[config.mk]
export PLATFORM = sky130hd
export DESIGN_NAME = servo_pwm_capture
export DESIGN_NICKNAME = d
export VERILOG_FILES = /design/src/rtl/servo_pkg.sv /design/src/rtl/servo_pulse_meter.sv /design/src/rtl/servo_pwm_capture.sv
export SDC_FILE = /design/constraint.sdc
export NUM_CORES = 1
export LEC_CHECK = 0
export CORE_MARGIN = 4
export CORE_UTILIZATION = 57
export DETAILED_ROUTE_END_ITERATION = 8
export PLACE_DENSITY = 0.77
export SLEW_MARGIN = 20
export SYNTH_ARGS = -nofsm -noshare
export SYNTH_HDL_FRONTEND = slang
export SYNTH_SLANG_ARGS = --single-unit
[constraint.sdc]
create_clock -name clk -period 4.3 [get_ports clk]
set_clock_uncertainty 0.2 [all_clocks]
set_input_delay 0.645 -clock clk [delete_from_list [all_inputs] [get_ports clk]]
set_output_delay 0.645 -clock clk [all_outputs]
set_load 0.1 [all_outputs]
[src/rtl/servo_pkg.sv]
`default_nettype none
// ============================================================================
// Package  : servo_pkg
// Purpose  : Shared widths, position-word layout and state encodings for the
//            servo PWM capture block.
// Revision : 1.0 - initial release
// ============================================================================
package servo_pkg;

    localparam int CHAN_BITS  = 4;
    localparam int WIDTH_BITS = 12;
    localparam logic [WIDTH_BITS-1:0] WIDTH_MAX = 12'd4095;

    // Position word is {channel, width_us}
    localparam int POS_WIDTH_LSB = 0;
    localparam int POS_CHAN_LSB  = WIDTH_BITS;

    typedef enum logic [0:0] {
        OUT_IDLE = 1'b0,
        OUT_SEND = 1'b1
    } out_state_t;

    typedef enum logic [1:0] {
        CH_ARM  = 2'd0,
        CH_IDLE = 2'd1,
        CH_HIGH = 2'd2
    } ch_state_t;

endpackage
`default_nettype wire

[src/rtl/servo_pulse_meter.sv]
`default_nettype none
// ============================================================================
// Module   : servo_pulse_meter
// Purpose  : Per-channel pulse-width meter: synchronizer, edge detect, us
//            prescaler, saturating width counter and pending result.
//            SERVO_CAPTURE_TIMEOUT_EN adds a signal-loss (width 0) report.
// Revision : 1.0 - initial release
// ============================================================================
module servo_pulse_meter
    import servo_pkg::*;
#(
    parameter int CLOCKS_PER_US = 50,
    parameter int TIMEOUT_MS    = 25
) (
    input  logic                  clk,
    input  logic                  rst,
    input  logic                  i_pwm,
    input  logic                  i_clr,
    output logic                  o_pending,
    output logic [WIDTH_BITS-1:0] o_width
);

    localparam int c_pre_bits = (CLOCKS_PER_US > 1) ? $clog2(CLOCKS_PER_US) : 1;
    localparam logic [c_pre_bits-1:0] c_pre_last = c_pre_bits'(CLOCKS_PER_US - 1);

    logic [1:0]            r_sync;
    logic                  r_last;
    ch_state_t             r_state;
    logic [c_pre_bits-1:0] r_pre;
    logic [WIDTH_BITS-1:0] r_width;

    logic                  w_level;
    logic                  w_rise;
    logic                  w_fall;
    logic                  w_tick;
    logic                  w_timeout;
    logic [WIDTH_BITS-1:0] w_width_next;

    // Synchronizer is left unreset so it holds the true pin level at reset release
    always_ff @(posedge clk) begin
        r_sync <= {r_sync[0], i_pwm};
        r_last <= r_sync[1];
    end

    assign w_level = r_sync[1];
    assign w_rise  = w_level & ~r_last;
    assign w_fall  = ~w_level & r_last;
    assign w_tick  = (r_pre == c_pre_last);
    // Includes the falling-edge cycle so the result is exactly floor(cycles/CLOCKS_PER_US)
    assign w_width_next = (w_tick && (r_width != WIDTH_MAX)) ? r_width + 1'b1 : r_width;

`ifdef SERVO_CAPTURE_TIMEOUT_EN
    localparam int c_ms_bits = $clog2(TIMEOUT_MS + 1);
    localparam logic [c_ms_bits-1:0] c_ms_limit = c_ms_bits'(TIMEOUT_MS);

    logic [c_pre_bits-1:0] r_tmo_pre;
    logic [9:0]            r_tmo_us;
    logic [c_ms_bits-1:0]  r_tmo_ms;
    logic                  r_tmo_armed;

    assign w_timeout = r_tmo_armed && (r_tmo_ms == c_ms_limit);

    always_ff @(posedge clk) begin
        if (rst) begin
            r_tmo_pre   <= '0;
            r_tmo_us    <= '0;
            r_tmo_ms    <= '0;
            r_tmo_armed <= 1'b0;
        end else if (w_rise || w_fall) begin
            r_tmo_pre   <= '0;
            r_tmo_us    <= '0;
            r_tmo_ms    <= '0;
            r_tmo_armed <= 1'b1;
        end else if (w_timeout) begin
            r_tmo_armed <= 1'b0;
        end else if (r_tmo_armed) begin
            if (r_tmo_pre == c_pre_last) begin
                r_tmo_pre <= '0;
                if (r_tmo_us == 10'd999) begin
                    r_tmo_us <= '0;
                    r_tmo_ms <= r_tmo_ms + 1'b1;
                end else begin
                    r_tmo_us <= r_tmo_us + 1'b1;
                end
            end else begin
                r_tmo_pre <= r_tmo_pre + 1'b1;
            end
        end
    end
`else
    logic w_unused_tmo;
    assign w_unused_tmo = ^TIMEOUT_MS;
    assign w_timeout    = 1'b0;
`endif

    always_ff @(posedge clk) begin
        if (rst) begin
            r_state   <= CH_ARM;
            r_pre     <= '0;
            r_width   <= '0;
            o_width   <= '0;
            o_pending <= 1'b0;
        end else begin
            // A result latched in the same cycle as the clear takes priority
            if (i_clr) begin
                o_pending <= 1'b0;
            end
            if (w_timeout) begin
                o_width   <= '0;
                o_pending <= 1'b1;
            end
            case (r_state)
                CH_ARM: begin
                    if (!w_level) begin
                        r_state <= CH_IDLE;
                    end
                end
                CH_IDLE: begin
                    if (w_rise) begin
                        r_pre   <= '0;
                        r_width <= '0;
                        r_state <= CH_HIGH;
                    end
                end
                CH_HIGH: begin
                    r_pre   <= w_tick ? '0 : r_pre + 1'b1;
                    r_width <= w_width_next;
                    if (w_fall) begin
                        r_state <= CH_IDLE;
                        if (w_width_next != '0) begin
                            o_width   <= w_width_next;
                            o_pending <= 1'b1;
                        end
                    end
                end
                default: r_state <= CH_ARM;
            endcase
        end
    end

endmodule
`default_nettype wire

[src/rtl/servo_pwm_capture.sv]
`default_nettype none
// ============================================================================
// Module   : servo_pwm_capture
// Purpose  : Measures servo PWM pulse widths on CHANNELS pins and streams one
//            {channel, width_us} word per pulse over a stb/ack handshake.
//            Optional signal-loss words: define SERVO_CAPTURE_TIMEOUT_EN.
// Revision : 1.0 - initial release
// ============================================================================
module servo_pwm_capture
    import servo_pkg::*;
#(
    parameter int CHANNELS      = 8,
    parameter int CLOCKS_PER_US = 50,
    parameter int TIMEOUT_MS    = 25
) (
    input  logic                clk,
    input  logic                rst,
    input  logic [CHANNELS-1:0] pwm_in,
    output logic [15:0]         output_position,
    output logic                output_position_stb,
    input  logic                output_position_ack
);

    // Arrays are sized to the full channel-field range so a CHAN_BITS index is exact
    localparam int c_slots = 1 << CHAN_BITS;
    localparam logic [CHAN_BITS:0]   c_chans = (CHAN_BITS + 1)'(CHANNELS);
    localparam logic [CHAN_BITS-1:0] c_last  = CHAN_BITS'(CHANNELS - 1);

    logic [c_slots-1:0]    w_pending;
    logic [c_slots-1:0]    w_clr;
    logic [WIDTH_BITS-1:0] w_result [c_slots];

    out_state_t            r_out_state;
    logic [CHAN_BITS-1:0]  r_ptr;

    logic                  w_found;
    logic [CHAN_BITS-1:0]  w_idx;
    logic [CHAN_BITS:0]    w_sum;
    logic [CHAN_BITS-1:0]  w_ptr_next;

    for (genvar g = 0; g < c_slots; g++) begin : g_slot
        if (g < CHANNELS) begin : g_chan
            servo_pulse_meter #(
                .CLOCKS_PER_US (CLOCKS_PER_US),
                .TIMEOUT_MS    (TIMEOUT_MS)
            ) u_meter (
                .clk       (clk),
                .rst       (rst),
                .i_pwm     (pwm_in[g]),
                .i_clr     (w_clr[g]),
                .o_pending (w_pending[g]),
                .o_width   (w_result[g])
            );
        end else begin : g_unused
            logic w_unused_clr;
            assign w_unused_clr = w_clr[g];
            assign w_pending[g] = 1'b0;
            assign w_result[g]  = '0;
        end
    end

    // Round-robin: first pending channel at or after the pointer, wrapping
    always_comb begin
        w_found = 1'b0;
        w_idx   = '0;
        w_sum   = '0;
        for (int i = 0; i < CHANNELS; i++) begin
            w_sum = {1'b0, r_ptr} + (CHAN_BITS + 1)'(i);
            if (w_sum >= c_chans) begin
                w_sum = w_sum - c_chans;
            end
            if (!w_found && w_pending[w_sum[CHAN_BITS-1:0]]) begin
                w_found = 1'b1;
                w_idx   = w_sum[CHAN_BITS-1:0];
            end
        end
    end

    assign w_ptr_next = (w_idx == c_last) ? '0 : w_idx + 1'b1;

    always_comb begin
        w_clr = '0;
        if (r_out_state == OUT_IDLE && w_found) begin
            w_clr[w_idx] = 1'b1;
        end
    end

    always_ff @(posedge clk) begin
        if (rst) begin
            r_out_state         <= OUT_IDLE;
            r_ptr               <= '0;
            output_position     <= '0;
            output_position_stb <= 1'b0;
        end else begin
            case (r_out_state)
                OUT_IDLE: begin
                    if (w_found) begin
                        output_position[POS_CHAN_LSB +: CHAN_BITS]   <= w_idx;
                        output_position[POS_WIDTH_LSB +: WIDTH_BITS] <= w_result[w_idx];
                        output_position_stb <= 1'b1;
                        r_ptr               <= w_ptr_next;
                        r_out_state         <= OUT_SEND;
                    end
                end
                OUT_SEND: begin
                    if (output_position_ack) begin
                        output_position_stb <= 1'b0;
                        r_out_state         <= OUT_IDLE;
                    end
                end
            endcase
        end
    end

endmodule
`default_nettype wire

==> key figures, run 1 <==
Run status
  • Outcome: finished clean

STA
  • Least-Margin Pin Slew: between 1 and 1.5 ns
  • Max-Slew Margin vs Limit: 0.321
  • Fmax: 0.248 GHz
  • Hold Slack: around 0.13 ns
  • RSZ-0062 raised after global routing: no
  • Final setup margin: about 0.26 ns
  • Sum Neg Setup Slack: 0 ns
  • Final setup viols: 0
  • Clock period minus worst slack: 4.04 ns
  • Fin. max-slew vios: 0
  • Final Hold Vio Count: 0
  • Period utilization: 0.938

Yosys
  • Prevailing post-synth register cell: dfxtp_1
  • Yosys warns: 0
  • Synth Cell Area: around 16000 um^2
  • Async SR Flop Fraction: 0
  • Top-area cell type share of the netlist area: 0.385
  • Post-synthesis register bit count: 310
  • Post-Syn Nets: 1925
  • Syn_area_per_cell: 8.59 um^2
  • Main area contributors after synthesis: dfxtp_1 38%, nor2_1 7.1%, mux2i_1 6.6%
  • Part of the Yosys area used for sequential elements: 0.385
  • Post-synth top area cell: dfxtp_1
  • Post-synth EDFFs: 0
  • Library cells used by synthesis: 81
  • Post-Synthesis Cells: 1876

Worst setup path
  • Most frequent CP cell: inv_1
  • Slowest cell on crit path: mux4_2
  • CP peak stage delay: 0.56 ns
  • CP arrival: 4.28 ns
  • Cell chain of the critical path: inv_1 -> ha_2 -> mux4_2 -> o2111ai_1 -> a32oi_1 -> a221o_1 -> a31oi_1 -> o21ai_0 -> a21oi_2 -> inv_1 -> ha_1 -> o32a_1 -> nor2_1
  • Critical Path RT: 4.54 ns
  • Crit path kind: register to register
  • Crit path buf inv count: 2
  • R2r setup slk: 0.26 ns
  • Crit path max-delay family: compound AO/OA/AOI/OAI gates
  • CP max FO: 9
  • R2R Path End: r_ptr[3]$_SDFFE_PP0P_
  • Setup crit start kind: register
  • Worst reg2reg startpoint: r_ptr[1]$_SDFFE_PP0P_
  • Setup crit end kind: register
  • Cells on worst reg2reg path: 13

Finish
  • Final Core Density: 0.638
  • Layout Cell Area excl Fill: 17800 um^2
  • Non-filler cells, final: approximately 2300
  • Synthesis-to-layout area growth: 10.3%
  • N_diodes: 0
  • Final nets: 1912
  • Layout cells sized above 1: 0.0971

Drt
  • First-pass DRT Iterations: 6
  • Post-Route WL: 37800 um
  • DR iter-0 viols: 1151
  • Vias per std cell: 6.02
  • DRC: 0
  • Via count: 13620
  • Wire per inst: 16.7 um
  • Remaining antenna violation count: 0

Clocking
  • CTS Buffer Depth: 3
  • Num CTS Buffers: 35
  • CTS tree: done
  • Clk_lat worst skew: roughly 0.53 ns
  • Clk sink count: 310
  • CTS root buffer: clkbuf_16
  • H-tree Lvls: 2
  • Clock-pin slew on the worst setup and hold paths: 0.06 ns
  • Post-CTS Hold Fix Bufs: 0

Power and ir drop
  • Worst VDD drop: about 0.36 mV
  • Design Power: 5.95 mW
  • Pwr per Cell Area: 335 nW/um^2
  • P_leak: 6.59 nW

Placed design
  • Placed Cells: around 2200
  • RePlAce Congestion: 0.878
  • Pre-CTS WS: 0.0904 ns
  • Port bufs: 27
  • Post-DP HPWL: about 26000 um
  • Placed cell area: between 15000 and 20000 um^2

Worst hold path
  • Hold depth: 0
  • Hold-critical path endpoint: g_slot[6].g_chan.u_meter.r_sync[1]$_DFF_P_
  • Hold Path Class: register to register
  • HP Start: g_slot[6].g_chan.u_meter.r_sync[0]$_DFF_P_

Die
  • Die Y: 176 um
  • Die X: 176 um
  • Die area: 31000 um^2
  • Placement Rows: 61
  • # IOs: 28
  • Initial Util: 0.579
  • Core box area: 27900 um^2

Global routing
  • Initial antenna violation count: 0
  • First-pass GRT wire length: 62900 um
  • Vias in the first global route: 12485
  • Overall Global Routing Usage: 0.238
  • Largest net degree at the start of global routing: 121
  • Total gr overflow: 0

Run
  • Max-cap violations: 0
==> where the power goes <==
group / switching, mW / internal, mW
Clock: 1.17 / 1.72
Combinational: 0.107 / 0.0403
Sequential: 0.0166 / 2.90
Total: 1.29 / 4.65
==> cell usage after synthesis, drive strengths merged, types with 32 or more instances <==
| cell type | n |
|---|---|
| xor2 | 41 |
| o21ai | 67 |
| ha | 38 |
| nor2 | 305 |
| nor3 | 41 |
| dfxtp | 310 |
| nand4 | 34 |
| a22oi | 53 |
| a211oi | 32 |
| inv | 41 |
| and3 | 39 |
| a21oi | 145 |
| nand3 | 58 |
| xnor2 | 65 |
| clkbuf | 84 |
| mux2i | 107 |
| nand2 | 96 |
| or3 | 37 |
==> repair_timing <==
action | CTS | global route
endpoints found under the setup margin | 0 | 26
gates resized for setup | 0 | 4
setup buffers | 0 | 0
==> metal layers <==
| layer | vias to the layer above | share of wire | track usage |
|---|---|---|---|
| met3 | 70 | 0.044 | 0.0321 |
| li1 | 6721 | - | - |
| met4 | 0 | 0.030 | 0.0835 |
| met2 | 320 | 0.46 | 0.384 |
| met1 | 6509 | 0.46 | 0.331 |
| met5 | - | 0 | 0 |
==> state kept, by name, summed over array words and instances (netlist names) <==
signal,cells
g_slot.g_chan.u_meter.r_state,16
g_slot.g_chan.u_meter.o_pending,8
r_ptr,4
output_position_stb,1
output_position,16
g_slot.g_chan.u_meter.r_pre,48
g_slot.g_chan.u_meter.r_width,96
g_slot.g_chan.u_meter.o_width,96
r_out_state,1
g_slot.g_chan.u_meter.r_last,8
g_slot.g_chan.u_meter.r_sync,16
==> layout by cell type (no fill, tap or decap), types with 38 or more instances in the layout <==
| cell type | Yosys | final |
|---|---|---|
| dfxtp_1 | 310 | 310 |
| nor2_1 | 305 | 297 |
| a21oi_1 | 144 | 143 |
| mux2i_1 | 107 | 107 |
| nand2_1 | 95 | 95 |
| o21ai_0 | 66 | 66 |
| xnor2_1 | 65 | 65 |
| nand3_1 | 58 | 58 |
| a22oi_1 | 52 | 52 |
| xor2_1 | 41 | 41 |
| inv_1 | 40 | 40 |
| nor3_1 | 40 | 40 |
| and3_1 | 39 | 38 |
==> worst max path at each step <==
stage | to | slack (ns) | cells after the start | start
final | r_ptr[3]$_SDFFE_PP0P_ | 0.26 | 13 | r_ptr[1]$_SDFFE_PP0P_
after global placement | output_position[0]$_SDFFE_PP0P_ | 0.21 | 12 | r_ptr[1]$_SDFFE_PP0P_
after detailed placement | output_position[1]$_SDFFE_PP0P_ | 0.09 | 12 | r_ptr[1]$_SDFFE_PP0P_
after global routing | r_ptr[3]$_SDFFE_PP0P_ | 0.007 | 13 | r_ptr[1]$_SDFFE_PP0P_
after CTS | output_position[1]$_SDFFE_PP0P_ | 0.06 | 12 | r_ptr[1]$_SDFFE_PP0P_
after floorplan | g_slot[7].g_chan.u_meter.o_pending$_SDFF_PP0_ | 0.18 | 17 | r_ptr[1]$_SDFFE_PP0P_
==> logic make-up (layout without fill, tap and decap cells) <==
group | count (synthesis) | after routing | share of synthesized area
DFF | 310 | 310 | 0.385
adders and majority gates | 38 | 38 | 0.0295
buffers and inverters | 156 | 164 | 0.0421
xor gates and xnor gates | 106 | 106 | 0.0576
muxes | 148 | 148 | 0.104
and+or+nand+nor | 729 | 729 | 0.223
AOI/OAI and AO/OA | 389 | 389 | 0.159
==> layout make-up <==
| cell class | count | area, um^2 |
|---|---|---|
| Fill cell | 2321 | 10100 |
| Clock inverter | 6 | 76.3 |
| Inverter | 42 | 158 |
| Multi-Input combinational cell | 1410 | 9270 |
| Clock buffer | 52 | 1030 |
| Timing Repair Buffer | 64 | 564 |
| Tap cell | 378 | 473 |
| Sequential cell | 310 | 6210 |
(Power assumes the default switching activity.)
==> run 2: changes to the inputs <==
--- a/config.mk
+++ b/config.mk
@@ -9,7 +9,6 @@
 export CORE_UTILIZATION = 57
 export DETAILED_ROUTE_END_ITERATION = 8
 export PLACE_DENSITY = 0.77
-export SLEW_MARGIN = 20
 export SYNTH_ARGS = -nofsm -noshare
 export SYNTH_HDL_FRONTEND = slang
 export SYNTH_SLANG_ARGS = --single-unit
==> key figures, run 2 (same netlist as run 1, synthesis figures left out) <==
Run status
  • Outcome: finished clean

Clocking
  • CTS tree: done
  • Clock-pin slew on the worst setup and hold paths: 0.06 ns
  • H-tree Lvls: 2
  • CTS Buffer Depth: 3
  • Post-CTS Setup Inserts: 0
  • Clk sink count: between 300 and 400
  • Num CTS Buffers: 35
  • CTS root buffer: clkbuf_16
  • Clk_lat worst skew: 0.53 ns

Worst setup path
  • Setup crit start kind: register
  • Crit path kind: register to register
  • Worst reg2reg startpoint: r_ptr[1]$_SDFFE_PP0P_
  • Critical Path RT: 4.54 ns
  • Worst setup startpoint: r_ptr[1]$_SDFFE_PP0P_
  • CP arrival: roughly 4.3 ns
  • CP max FO: 9
  • Setup crit end kind: register
  • R2r setup slk: roughly 0.25 ns

Die
  • Core box area: 27900 um^2
  • Placement Rows: 61
  • Die X: 176 um
  • Die Y: ~180 um
  • Die area: 31000 um^2
  • # IOs: 28
  • Initial Util: 0.579

Finish
  • Synthesis-to-layout area growth: 10.2%
  • Fillers: roughly 2300
  • Layout cells sized above 1: 0.0934
  • Largest regs: g_slot.g_chan.u_meter.o_width: 96 flops, g_slot.g_chan.u_meter.r_width: 96 flops, g_slot.g_chan.u_meter.r_pre: 48 flops
  • Register Area: 6210 um^2
  • N_diodes: 0
  • Final nets: 1912
  • Most frequent cells in the layout: 310 x dfxtp_1, 304 x nor2_1, 143 x a21oi_1
  • Area of the multi-input gates: 9250 um^2
  • Commonest non-fill, non-tap cell in the layout: dfxtp_1

Drt
  • Post-Route WL: 37800 um
  • Remaining antenna violation count: 0
  • Wire per inst: 16.7 um
  • First-pass DRT Iterations: 5
  • DR iter-0 viols: about 1200
  • DRC: 0
  • Via count: 13621
  • Vias per std cell: 6.02

Global routing
  • Initial antenna violation count: 0
  • Overall Global Routing Usage: 0.238
  • Vias in the first global route: 12485
  • First-pass GRT wire length: 62900 um
  • Largest net degree at the start of global routing: approximately 120
  • Total gr overflow: 0

Worst hold path
  • HP Start: g_slot[6].g_chan.u_meter.r_sync[0]$_DFF_P_
  • Hold Path Class: register to register

STA
  • Least-Margin Pin Slew: roughly 1.2 ns
  • Fin. max-slew vios: 0
  • Max-Slew Margin vs Limit: 0.205
  • Fmax: 0.247 GHz
  • RSZ-0062 raised after global routing: no
  • Sum Neg Setup Slack: 0 ns
  • Clock period minus worst slack: slightly above 4 ns
  • Final Hold Vio Count: 0
  • Final setup viols: 0
  • Period utilization: 0.943
  • Final setup margin: 0.246 ns

Placed design
  • Port bufs: 27
  • Post-DP HPWL: 26000 um
  • Pre-CTS WS: roughly 0.090 ns
  • RePlAce Congestion: 0.878

Run
  • Max-cap violations: 0

Power and ir drop
  • P_leak: 6.58 nW
  • Pwr per Cell Area: about 340 nW/um^2
  • Worst VDD drop: about 0.36 mV
==> run 2: cell types whose count changed in the layout (fill, tap and decap cells not counted) <==
cell | before | now
nor2_2 | 8 | 1
nor2_1 | 297 | 304
==> run 2: layout make-up <==
cell class | instances | share of cell area
inverter | 42 | 0.00888
multi-input combinational | 1410 | 0.521
sequential | 310 | 0.349
clock buffer | 52 | 0.0580
tap | 378 | 0.0266
clock inverter | 6 | 0.00430
timing repair buffer | 64 | 0.0318
==> run 2: per-stage QoR <==
step | hold slack [ns] | instance area, um^2 | power, mW | instances | utilization
final | 0.126 | 17800 | 5.95 | 2262 | 0.638
after detailed placement | 0.115 | 16600 | 3.12 | 2204 | 0.597
after floorplan | 0.110 | 16100 | 3.07 | 1876 | -
after global placement | 0.112 | 16600 | 3.12 | 2204 | 0.597
after global routing | 0.131 | 17800 | 6.13 | 2262 | 0.638
after CTS | 0.127 | 17800 | 6.01 | 2262 | 0.637
==> run 2: critical path: stages (launching register included) <==
cell	delay, ns
dfxtp_1	0.33
inv_1	0.11
ha_2	0.50
mux4_2	0.56
o2111ai_1	0.15
a32oi_1	0.24
a221o_1	0.39
a31oi_1	0.18
o21ai_0	0.15
a21oi_2	0.31
inv_1	0.14
ha_1	0.27
o32a_1	0.36
nor2_1	0.09
==> run 2: metal layers <==
layer  vias up  part of all wire  track usage
met5         -                 0            0
met4         0             0.031       0.0835
met3        74             0.043       0.0321
met2       309              0.47        0.384
met1      6522              0.46        0.331
li1       6716                 -            -
==> run 2: final timing paths <==
path,to,cells after the start
worst max register to register,r_ptr[3]$_SDFFE_PP0P_,13
worst max-delay path,r_ptr[3]$_SDFFE_PP0P_,13
worst min-delay path,g_slot[6].g_chan.u_meter.r_sync[1]$_DFF_P_,0
worst min register to register,g_slot[6].g_chan.u_meter.r_sync[1]$_DFF_P_,0
==> run 2: timing repair <==
action / CTS / global route
resized for setup: 0 / 4
endpoints found under the setup margin: 0 / 26
hold buffers: 0 / 0
==> run 2: report_power, final <==
part | switching, mW | internal, mW | total (mW)
sequential | 0.0166 | 2.90 | 2.91
clock | 1.18 | 1.72 | 2.90
combinational | 0.106 | 0.0397 | 0.146
